File: config.mk
export PLATFORM = sky130hd
export DESIGN_NAME = univ_cnt
export DESIGN_NICKNAME = d
export VERILOG_FILES = /design/src/rtl/univ_cnt.sv
export SDC_FILE = /design/constraint.sdc
export NUM_CORES = 1
export LEC_CHECK = 0
export ABC_AREA = 0
export BUFFER_PORTS_ARGS = -buffer_cell sky130_fd_sc_hd__clkbuf_2
export CAP_MARGIN = 20
export CORE_AREA = 2 2 48 50
export DETAILED_ROUTE_END_ITERATION = 6
export DIE_AREA = 0 0 50 52
export GPL_TIMING_DRIVEN = 0
export PLACE_DENSITY_LB_ADDON = 0.05
export SETUP_SLACK_MARGIN = 0.3
export SLEW_MARGIN = 30
export SYNTH_ARGS = -nofsm -noshare
export SYNTH_HDL_FRONTEND = slang
export SYNTH_SLANG_ARGS = --single-unit
File: constraint.sdc
create_clock -name clk -period 3.2 [get_ports clk]
set_clock_uncertainty 0.05 [all_clocks]
set_input_delay 0.32 -clock clk [delete_from_list [all_inputs] [get_ports clk]]
set_output_delay 0.32 -clock clk [all_outputs]
set_load 0.05 [all_outputs]
File: src/rtl/univ_cnt.sv
// Universal modulo-MOD up/down counter with clear, clamped load, terminal-count flags and a wrap pulse.
// Define UNIV_CNT_SAT_EN to build a saturating counter instead of a wrapping one.
module univ_cnt #(
    parameter int N   = 8,
    parameter int MOD = 2 ** N
) (
    input  logic         clk,
    input  logic         rst,
    input  logic         clr,
    input  logic         load,
    input  logic         en,
    input  logic         up,
    input  logic [N-1:0] d,
    output logic [N-1:0] q,
    output logic         max_tic,
    output logic         min_tic,
    output logic         wrap
);

    localparam logic [N:0] TOP = (N + 1)'(MOD - 1);

    logic [N:0]   inc;
    logic [N:0]   dec;
    logic         at_top;
    logic         at_bot;
    logic         boundary;
    logic [N-1:0] step_q;

    // Load values beyond the modulus are pinned to the last legal count.
    function automatic logic [N-1:0] clamp_load(input logic [N-1:0] v);
        logic [N:0] w;
        w = {1'b0, v};
        return (w > TOP) ? TOP[N-1:0] : v;
    endfunction

    // One extra bit exposes both the carry past MOD-1 and the borrow below 0.
    always_comb begin
        inc      = {1'b0, q} + 1'b1;
        dec      = {1'b0, q} - 1'b1;
        at_top   = (inc > TOP);
        at_bot   = dec[N];
        boundary = up ? at_top : at_bot;
        step_q   = q;
`ifdef UNIV_CNT_SAT_EN
        if (!boundary)
            step_q = up ? inc[N-1:0] : dec[N-1:0];
`else
        if (up)
            step_q = at_top ? '0 : inc[N-1:0];
        else
            step_q = at_bot ? TOP[N-1:0] : dec[N-1:0];
`endif
    end

    always_ff @(posedge clk or posedge rst) begin
        if (rst) begin
            q    <= '0;
            wrap <= 1'b0;
        end else if (clr) begin
            q    <= '0;
            wrap <= 1'b0;
        end else if (load) begin
            q    <= clamp_load(d);
            wrap <= 1'b0;
        end else if (en) begin
            q    <= step_q;
            wrap <= boundary;
        end else begin
            wrap <= 1'b0;
        end
    end

    assign max_tic = ({1'b0, q} == TOP);
    assign min_tic = (q == '0);

endmodule

==> summary.md, run 1 <==
| Metric | Value |
|---|---|
| Placement Cell Area | 1190 µm² |
| Yosys warns | 0 |
| Worst Hold Class | primary input to register |
| Final setup margin | 0.521 ns |
| Clock share of power | 20.0% |
| Sequential-to-total area share from yosys stat | 21.8% |
| Distinct cell type count after synthesis | 48 |
| Post-synth top area cell | dfrtp_1 |
| Residual DRC | 0 |
| Postcts setup bufs | 0 |
| Slew HR | 67.2% |
| Post-synthesis register bit count | 9 |
| Multi-input gate area | 716 µm² |
| Synth async-reset ratio | 100% |
| Worst skew pair latency | 0.26 ns |
| Total track usage | 26.0% |
| Flop pwr share | 32.0% |
| I/O Pins | 25 |
| Std cell rows | 17 |
| Worst path max stage delay | 0.54 ns |
| VDD IR max | 169 µV |
| Via-to-Cell Ratio | 6.13 |
| # setup viols final | 0 |
| Area share of the largest cell type after synthesis | 21.8% |
| Max-Cap Viols | 0 |
| Die area | 2600 µm² |
| Starting Density | 49.0% |
| DRT iter0 DRCs | 32 |
| Clock Path Buffers | 2 |
| Internal power | 241 µW |
| Switching share of power | 43.0% |
| Crit end category | register |
| CP delay by family, top | compound AO/OA/AOI/OAI gates |
| Post-CTS sizing | 0 |
| Slowest cell on crit path | or4b_4 |
| NumNets Final | 184 |
| Placer congestion estimate | 0.918 |
| First-pass GRT wire length | 5060 µm |
| Routed wire per std cell | 15.9 µm |
| Synthesized instance count | 135 |
| WP data arrival | 2.79 ns |
| F_max | 0.373 GHz |
| Initial antenna violation count | 0 |
| Pre-antenna DRT Iters | 4 |
| Min Tclk post-route | 2.68 ns |
| WL final | 3060 µm |
| Buf/Inv on CP | 2 |
| P per Cell Area | 346 nW/µm² |
| Final instance area | 1220 µm² |
| Avg Cell Area, Syn | 7.64 µm² |
| Layout cells sized above 1 | 21.3% |
| Pre-CTS WS | 0.531 ns |
| Prevailing post-synth register cell | dfrtp_1 |
| # port buffers | 24 |
| Combinational group share of total power | 48.0% |
| Critical Path, Cell by Cell | clkbuf_1, inv_1, ha_1, or4b_4, o211ai_2, o2111ai_1, a221o_1, a31oi_1 |
| Final Power | 422 µW |
| Setup TNS | 0 ns |
| Ant. Diodes | 0 |
| Status | complete, no violations |
| CTS H-tree lvls | 1 |
| Crit-path max FO | 10 |
| Core ar. | 2110 µm² |
| Final slew viol count | 0 |
| Post-synth EDFFs | 0 |
| FF/Latch Area | 225 µm² |
| Root Driver | clkbuf_4 |
| Post-DP HPWL | 2310 µm |
| Final period utilization | 83.7% |
| Area growth, synth to finish | 18.6% |
| RSZ-0062 raised after global routing | false |
| Mapped Nets | 154 |
| Ranking of synthesized cells by area | dfrtp_1 (22%), ha_1 (6.1%), o21ai_0 (5.8%), a21oi_1 (3.4%), xnor2_1 (3.4%) |
| Detail Route Antenna Nets | 0 |
| Clock-pin slew on the worst setup and hold paths | 0.06 ns |
| Die width | 50 µm |
| # hold bufs at CTS | 1 |
| Leakage | 0.000550 µW |
| Vias after detailed routing | 1176 |
| DIE HEIGHT | 52 µm |
| Sw Pwr | 182 µW |
| Required time worst endpoint | 3.31 ns |
| Setup CP Type | register to register |
| CP Launch Type | register |
| Vias in the first global route | 1032 |
| Synthesized area | 1030 µm² |
| Slew @ Worst Pin | 0.492 ns |
| Fillcell total | 216 |
| Clock Sink Count | 9 |
| Largest net degree at the start of global routing | 11 |
| Total CTS buffers | 3 |
| Congestion Overflow GR | 0 |
| Final hold vios | 0 |
| CTS tree | built |
## worst min-delay path: cells and delay by family
family                 cells  cell delay [ns]
AO/OA/AOI/OAI              1             0.07
buffers and inverters      2             0.12
## per-stage QoR
| step | hold slack (ns) | cells | utilization [%] |
|---|---|---|---|
| floorplan | 0.0979 | 135 | - |
| global placement | 0.216 | 187 | 56.3 |
| detailed placement | 0.225 | 187 | 56.3 |
| CTS | 0.248 | 192 | 58.1 |
| global route | 0.254 | 192 | 58.1 |
| finish | 0.246 | 192 | 58.1 |
## cell usage after synthesis, drive strengths merged (3+ instances only)
| library cell | instances |
|---|---|
| nand2 | 7 |
| o22ai | 3 |
| a21oi | 7 |
| nand3 | 3 |
| o211ai | 5 |
| o21bai | 3 |
| ha | 5 |
| o21ai | 13 |
| a31oi | 4 |
| clkbuf | 6 |
| nor3b | 4 |
| xnor2 | 4 |
| nor3 | 5 |
| nor2 | 9 |
| dfrtp | 9 |
| buf | 5 |
| inv | 9 |
## path summary, 6_finish.rpt
check | end | slack (ns) | from | cells past startpoint
worst max-delay path | q[3] | 0.52 | q[0] | 8
worst min-delay path | q[2] | 0.25 | d[2] | 3
worst max register to register | q[3] | 0.52 | q[0] | 8
worst min register to register | q[6] | 0.75 | q[6] | 2
max in group asynchronous | q[5] | 2.36 | rst | 3
min in group asynchronous | q[0] | 0.49 | rst | 3
## layout by cell type, fill, tap and decap left out, types with 3 or more instances in the layout
cell type   n
o211ai_1    4
clkbuf_2   24
nand3_1     3
ha_1        5
o21bai_1    3
nor2_1      8
clkbuf_4    3
nor3_1      5
o21ai_0    12
dfrtp_1     9
a31oi_1     4
a21oi_1     7
o22ai_1     3
clkbuf_1    7
nor3b_1     4
inv_1       9
xnor2_1     4
nand2_1     7
buf_2       3
## sequential cells by signal, indices dropped and copies added (netlist names)
register  count
q             8
wrap          1
## power by group through the flow
stage / Sequential (µW) / Combinational (µW) / Clock (µW)
final: 135 / 203 / 84.6
after global routing: 137 / 219 / 97.9
after CTS: 135 / 201 / 85.8
after detailed placement: 137 / 200 / 0
after global placement: 136 / 198 / 0
after floorplan: 166 / 118 / 0
## cell families (layout without fill, tap and decap cells)
family / Yosys count / in the layout / synth area share (%)
compound gates: 52 / 52 / 34.0
simple gates: 44 / 44 / 25.0
buf+inv: 20 / 49 / 8.74
flops: 9 / 9 / 21.8
fa+ha+maj: 5 / 5 / 6.07
xor+xnor: 4 / 4 / 3.40
mux: 1 / 1 / 0.971
## final cells by class
type	instances	area share (%)
multi-input combinational	106	58.5
clock buffer	4	2.15
inverter	9	2.76
timing repair buffer	25	10.6
buffer	11	4.61
tap	28	2.87
sequential	9	18.4
## layer usage
layer	up-vias	GRT usage, %	routed length (µm)
li1	577	-	-
met1	535	33.5	1380
met2	55	44.3	1440
met3	9	3.16	176
met4	0	9.72	65
met5	-	0	0
(Power assumes the default switching activity.)
==> run 2: changes to the inputs <==
- CORE_AREA: 2 2 48 50 -> 2 2 50 52
- DIE_AREA: 0 0 50 52 -> 0 0 52 54
- clock period: 3.2 -> 2.3 ns (I/O delays scaled with it)
==> summary.md, run 2 (synthesized netlist as in run 1, its figures left out) <==
| Metric | Value |
|---|---|
| Die area | 2810 µm² |
| Std cell rows | 18 |
| Final instance area | 1450 µm² |
| Vias in the first global route | 1194 |
| Total track usage | 28.6% |
| DIE HEIGHT | 54 µm |
| Via-to-Cell Ratio | 6.00 |
| Max-Cap Viols | 0 |
| Ant. Diodes | 0 |
| Pre-antenna DRT Iters | 5 |
| Met3 WL post-DR | 190 µm |
| Multi-input gate area | 798 µm² |
| Routed length on met1 | 1520 µm |
| Commonest non-fill, non-tap cells in the layout | clkbuf_2 (23), buf_4 (14), o21ai_0 (12) |
| Max Used Layer | met4 |
| First-pass GRT wire length | 5750 µm |
| Fillcell total | 210 |
| CTS tree | built |
| Setup TNS | 0 ns |
| Core ar. | 2320 µm² |
| Post-DP HPWL | 2450 µm |
| # setup viols final | 0 |
| Slew @ Worst Pin | 0.576 ns |
| Switching share of power | 42.9% |
| Final setup margin | 0.138 ns |
| Post-route insts no fill | 208 |
| Crit end category | register |
| Core Util, Final | 62.4% |
| P per Cell Area | 463 nW/µm² |
| Clock share of power | 18.5% |
| Vias after detailed routing | 1248 |
| # port buffers | 24 |
| Combinational group share of total power | 53.5% |
| Largest regs | q x8, wrap x1 |
| Die width | 52 µm |
| DRT iter0 DRCs | 28 |
| CTS H-tree lvls | 1 |
| Worst Hold Class | primary input to register |
| Clock Path Buffers | 2 |
| FF/Latch Area | 228 µm² |
| F_max | 0.463 GHz |
| Placement Cell Area | 1230 µm² |
| Most flops, register | q |
| Pre-CTS WS | 0.0431 ns |
| Worst skew pair latency | 0.27 ns |
| WL final | 3560 µm |
| Starting Density | 44.4% |
| Routed wire per std cell | 17.1 µm |
| Crit-path max FO | 3 |
| Total CTS buffers | 3 |
| Area growth, synth to finish | 40.3% |
| I/O Pins | 25 |
| WP data arrival | 2.28 ns |
| Most common cell after layout, fill and taps aside | clkbuf_2 |
| Placer congestion estimate | 0.992 |
| VDD IR max | 295 µV |
| Final period utilization | 94.0% |
| Leakage | 0.000652 µW |
| Status | complete, no violations |
| NumNets Final | 198 |
| Met2 Wirelength | 1760 µm |
| Sw Pwr | 287 µW |
| Final hold vios | 0 |
| CP Launch Type | register |
| Required time worst endpoint | 2.42 ns |
| Slew HR | 61.6% |
| Congestion Overflow GR | 0 |
| RSZ-0062 raised after global routing | true |
| Min Tclk post-route | 2.16 ns |
| Placed Instances | 189 |
| Flop pwr share | 28.1% |
| Layout cells sized above 1 | 37.1% |
| Initial antenna violation count | 0 |
| Root Driver | clkbuf_4 |
| Clock-pin slew on the worst setup and hold paths | 0.06 ns |
| Largest register FFs | 8 |
| Final slew viol count | 0 |
| Clock Sink Count | 9 |
| Internal power | 382 µW |
| Largest net degree at the start of global routing | 11 |
| Detail Route Antenna Nets | 0 |
| Residual DRC | 0 |
| Setup CP Type | register to register |
-- run 2: cell types whose count changed in the layout (fill, tap and decap cells not counted), moves of 2 or more --
cell     before  now
buf_4         1   14
nor2_1        8    5
buf_6         1    3
dfrtp_1       9    7
dfrtp_2       0    2
ha_1          5    3
ha_4          0    2
inv_1         9    7
nor2_2        1    3
nor3_1        5    3
nor3_2        0    2
-- run 2: layout make-up --
| class | count | share of cell area (%) |
|---|---|---|
| Inverter | 9 | 2.85 |
| Sequential cell | 9 | 15.7 |
| Tap cell | 30 | 2.60 |
| Buffer | 11 | 5.10 |
| Timing Repair Buffer | 39 | 16.7 |
| Clock buffer | 4 | 1.82 |
| Multi-Input combinational cell | 106 | 55.2 |
-- run 2: worst max-delay path: stages, from the launching register on --
cell and delay (ns):
dfrtp_2 0.43, buf_6 0.13, inv_4 0.07, ha_4 0.14
or4b_4 0.49, o211ai_2 0.16, o2111ai_1 0.11, a221o_1 0.31
a31oi_2 0.17
-- run 2: worst paths after layout --
| path | from | end | slack [ns] | cells past startpoint |
|---|---|---|---|---|
| min reg2reg | q[0] | q[0] | 0.73 | 3 |
| min in group asynchronous | rst | q[6] | 0.38 | 3 |
| max reg2reg | q[1] | q[3] | 0.14 | 8 |
| min | d[2] | q[2] | 0.16 | 3 |
| max | q[1] | q[3] | 0.14 | 8 |
| max in group asynchronous | rst | q[0] | 1.56 | 3 |
-- run 2: power by group through the flow --
stage | logic, µW | clock network [µW] | registers [µW]
6_report | 358 | 124 | 188
2_1_floorplan | 177 | 0 | 232
5_1_grt | 386 | 137 | 189
4_1_cts | 340 | 127 | 188
3_5_place_dp | 292 | 0 | 193
3_3_place_gp | 287 | 0 | 193
-- run 2: per-layer routing --
layer  vias up  track usage [%]
li1        599                -
met4         0             15.4
met2        49             49.8
met1       590             35.8
met3        10            0.833
met5         -                0
-- run 2: timing repair --
item	in CTS	in global routing
hold buffers	1	0
setup buffers	13	1
hold endpoints to repair	9	0
resized for setup	8	9
endpoints found under the setup margin	8	11
pin swaps	7	5
-- run 2: metrics by stage --
step | total power (µW) | hold WS (ns)
finish | 670 | 0.157
detailed placement | 485 | 0.127
floorplan | 409 | 0.00778
CTS | 654 | 0.144
global placement | 480 | 0.125
global route | 712 | 0.177
==> run 3: changes to the inputs <==
- SETUP_SLACK_MARGIN: 0.3 -> 0.15
==> summary.md, run 3 (synthesized netlist as in run 1, its figures left out) <==
| Metric | Value |
|---|---|
| Status | complete, no violations |
| WP data arrival | 2.25 ns |
| Detail Route Antenna Nets | 0 |
| CP Launch Type | register |
| P per Cell Area | 472 nW/µm² |
| Final instance area | 1340 µm² |
| Layout cells sized above 1 | 31.2% |
| Placed Instances | 189 |
| Total CTS buffers | 3 |
| I/O Pins | 25 |
| Largest net degree at the start of global routing | 11 |
| Post-route insts no fill | 200 |
| Crit end category | register |
| CTS H-tree lvls | 1 |
| Via-to-Cell Ratio | 6.20 |
| Vias after detailed routing | 1240 |
| Final setup margin | 0.190 ns |
| Clock-pin slew on the worst setup and hold paths | 0.06 ns |
| First-pass GRT wire length | 5170 µm |
| Placer congestion estimate | 0.910 |
| Clock Path Buffers | 2 |
| VDD IR max | 242 µV |
| NumNets Final | 190 |
| Leakage | 0.000606 µW |
| RSZ-0062 raised after global routing | true |
| Final slew viol count | 0 |
| Starting Density | 44.4% |
| Area growth, synth to finish | 30.0% |
| Final period utilization | 91.7% |
| Most common cell after layout, fill and taps aside | clkbuf_2 |
| Slowest cell on crit path | or4b_4 |
| Core Util, Final | 57.8% |
| Largest register FFs | 8 |
| Ant. Diodes | 0 |
| Buf/Inv on CP | 2 |
| Most flops, register | q |
| Setup TNS | 0 ns |
| WL final | 3230 µm |
| Commonest non-fill, non-tap cells in the layout | clkbuf_2 (24), o21ai_0 (12) |
| CTS tree | built |
| Vias in the first global route | 1052 |
| Worst Hold Class | primary input to register |
| Final hold vios | 0 |
| Root Driver | clkbuf_4 |
| Die width | 52 µm |
| Crit-path max FO | 4 |
| Pre-antenna DRT Iters | 4 |
| Slew HR | 66.0% |
| Max-Cap Viols | 0 |
| Required time worst endpoint | 2.44 ns |
| Worst skew pair latency | 0.28 ns |
| Core ar. | 2320 µm² |
| Critical Path, Cell by Cell | clkbuf_8, inv_6, ha_4, or4b_4, o211ai_2, o2111ai_1, a221o_1, a31oi_2 |
| Total track usage | 25.5% |
| Residual DRC | 0 |
| # setup viols final | 0 |
| Clock Sink Count | 9 |
| # port buffers | 24 |
| Routed wire per std cell | 16.1 µm |
| Initial antenna violation count | 0 |
| Pre-CTS WS | 0.0361 ns |
| Setup CP Type | register to register |
| Worst path max stage delay | 0.47 ns |
| Post-DP HPWL | 2340 µm |
| Slew @ Worst Pin | 0.510 ns |
| Congestion Overflow GR | 0 |
| Largest regs | q x8, wrap x1 |
| F_max | 0.474 GHz |
| DIE HEIGHT | 54 µm |
| Die area | 2810 µm² |
| CP delay by family, top | compound AO/OA/AOI/OAI gates |
| DRT iter0 DRCs | 60 |
| Std cell rows | 18 |
| Placement Cell Area | 1230 µm² |
| Min Tclk post-route | 2.11 ns |
## run 3: cell types whose count changed in the layout (fill, tap and decap cells not counted), sizes merged
cell / delta
buf: -9
clkbuf: +1
## run 3: final timing paths
kind,startpoint,end,slack [ns],cells after the start
setup / recovery,q[0],q[3],0.19,8
hold reg to reg,q[1],q[1],0.73,3
min in group asynchronous,rst,q[3],0.40,3
max in group asynchronous,rst,q[1],1.52,3
hold / removal,d[2],q[2],0.15,3
setup reg to reg,q[0],q[3],0.19,8
## run 3: worst min-delay path: cells and delay by family
kind,cells,cell delay [ns]
buf+inv,2,0.13
compound gates,1,0.07
## run 3: where the power goes
part           internal [µW]  total [µW]  switching, µW  leakage, µW
clock network           67.2         128           60.9    0.0000150
registers                172         186           14.7     0.000115
logic                    120         319            199     0.000476
## run 3: final cells by class
type                       instances  area, µm²
buffer                            11       72.6
clock buffer                       4       26.3
fill                             223        980
inverter                           9       41.3
multi-input combinational        106        759
sequential                         9        228
tap                               30       37.5
timing repair buffer              31        175
## run 3: layer usage
metal | vias up | GRT usage (%) | wire, µm
met4 | 0 | 9.65 | 101
met5 | - | 0 | 0
met1 | 579 | 33.4 | 1350
met2 | 65 | 42.6 | 1490
met3 | 13 | 3.33 | 294
li1 | 583 | - | -
## run 3: through the flow
step | power (µW) | hold WS (ns)
after floorplan | 408 | 0.00778
after global placement | 483 | 0.149
after detailed placement | 484 | 0.151
after CTS | 623 | 0.158
after global routing | 670 | 0.162
final | 633 | 0.147
## run 3: repair_timing
| item | in CTS | in global routing |
|---|---|---|
| resized for setup | 0 | 7 |
| hold buffers | 1 | 0 |
| pin swaps | 1 | 3 |
| buffers inserted | 5 | 1 |
| endpoints found under the hold margin | 9 | 0 |
| setup endpoints to repair | 4 | 7 |
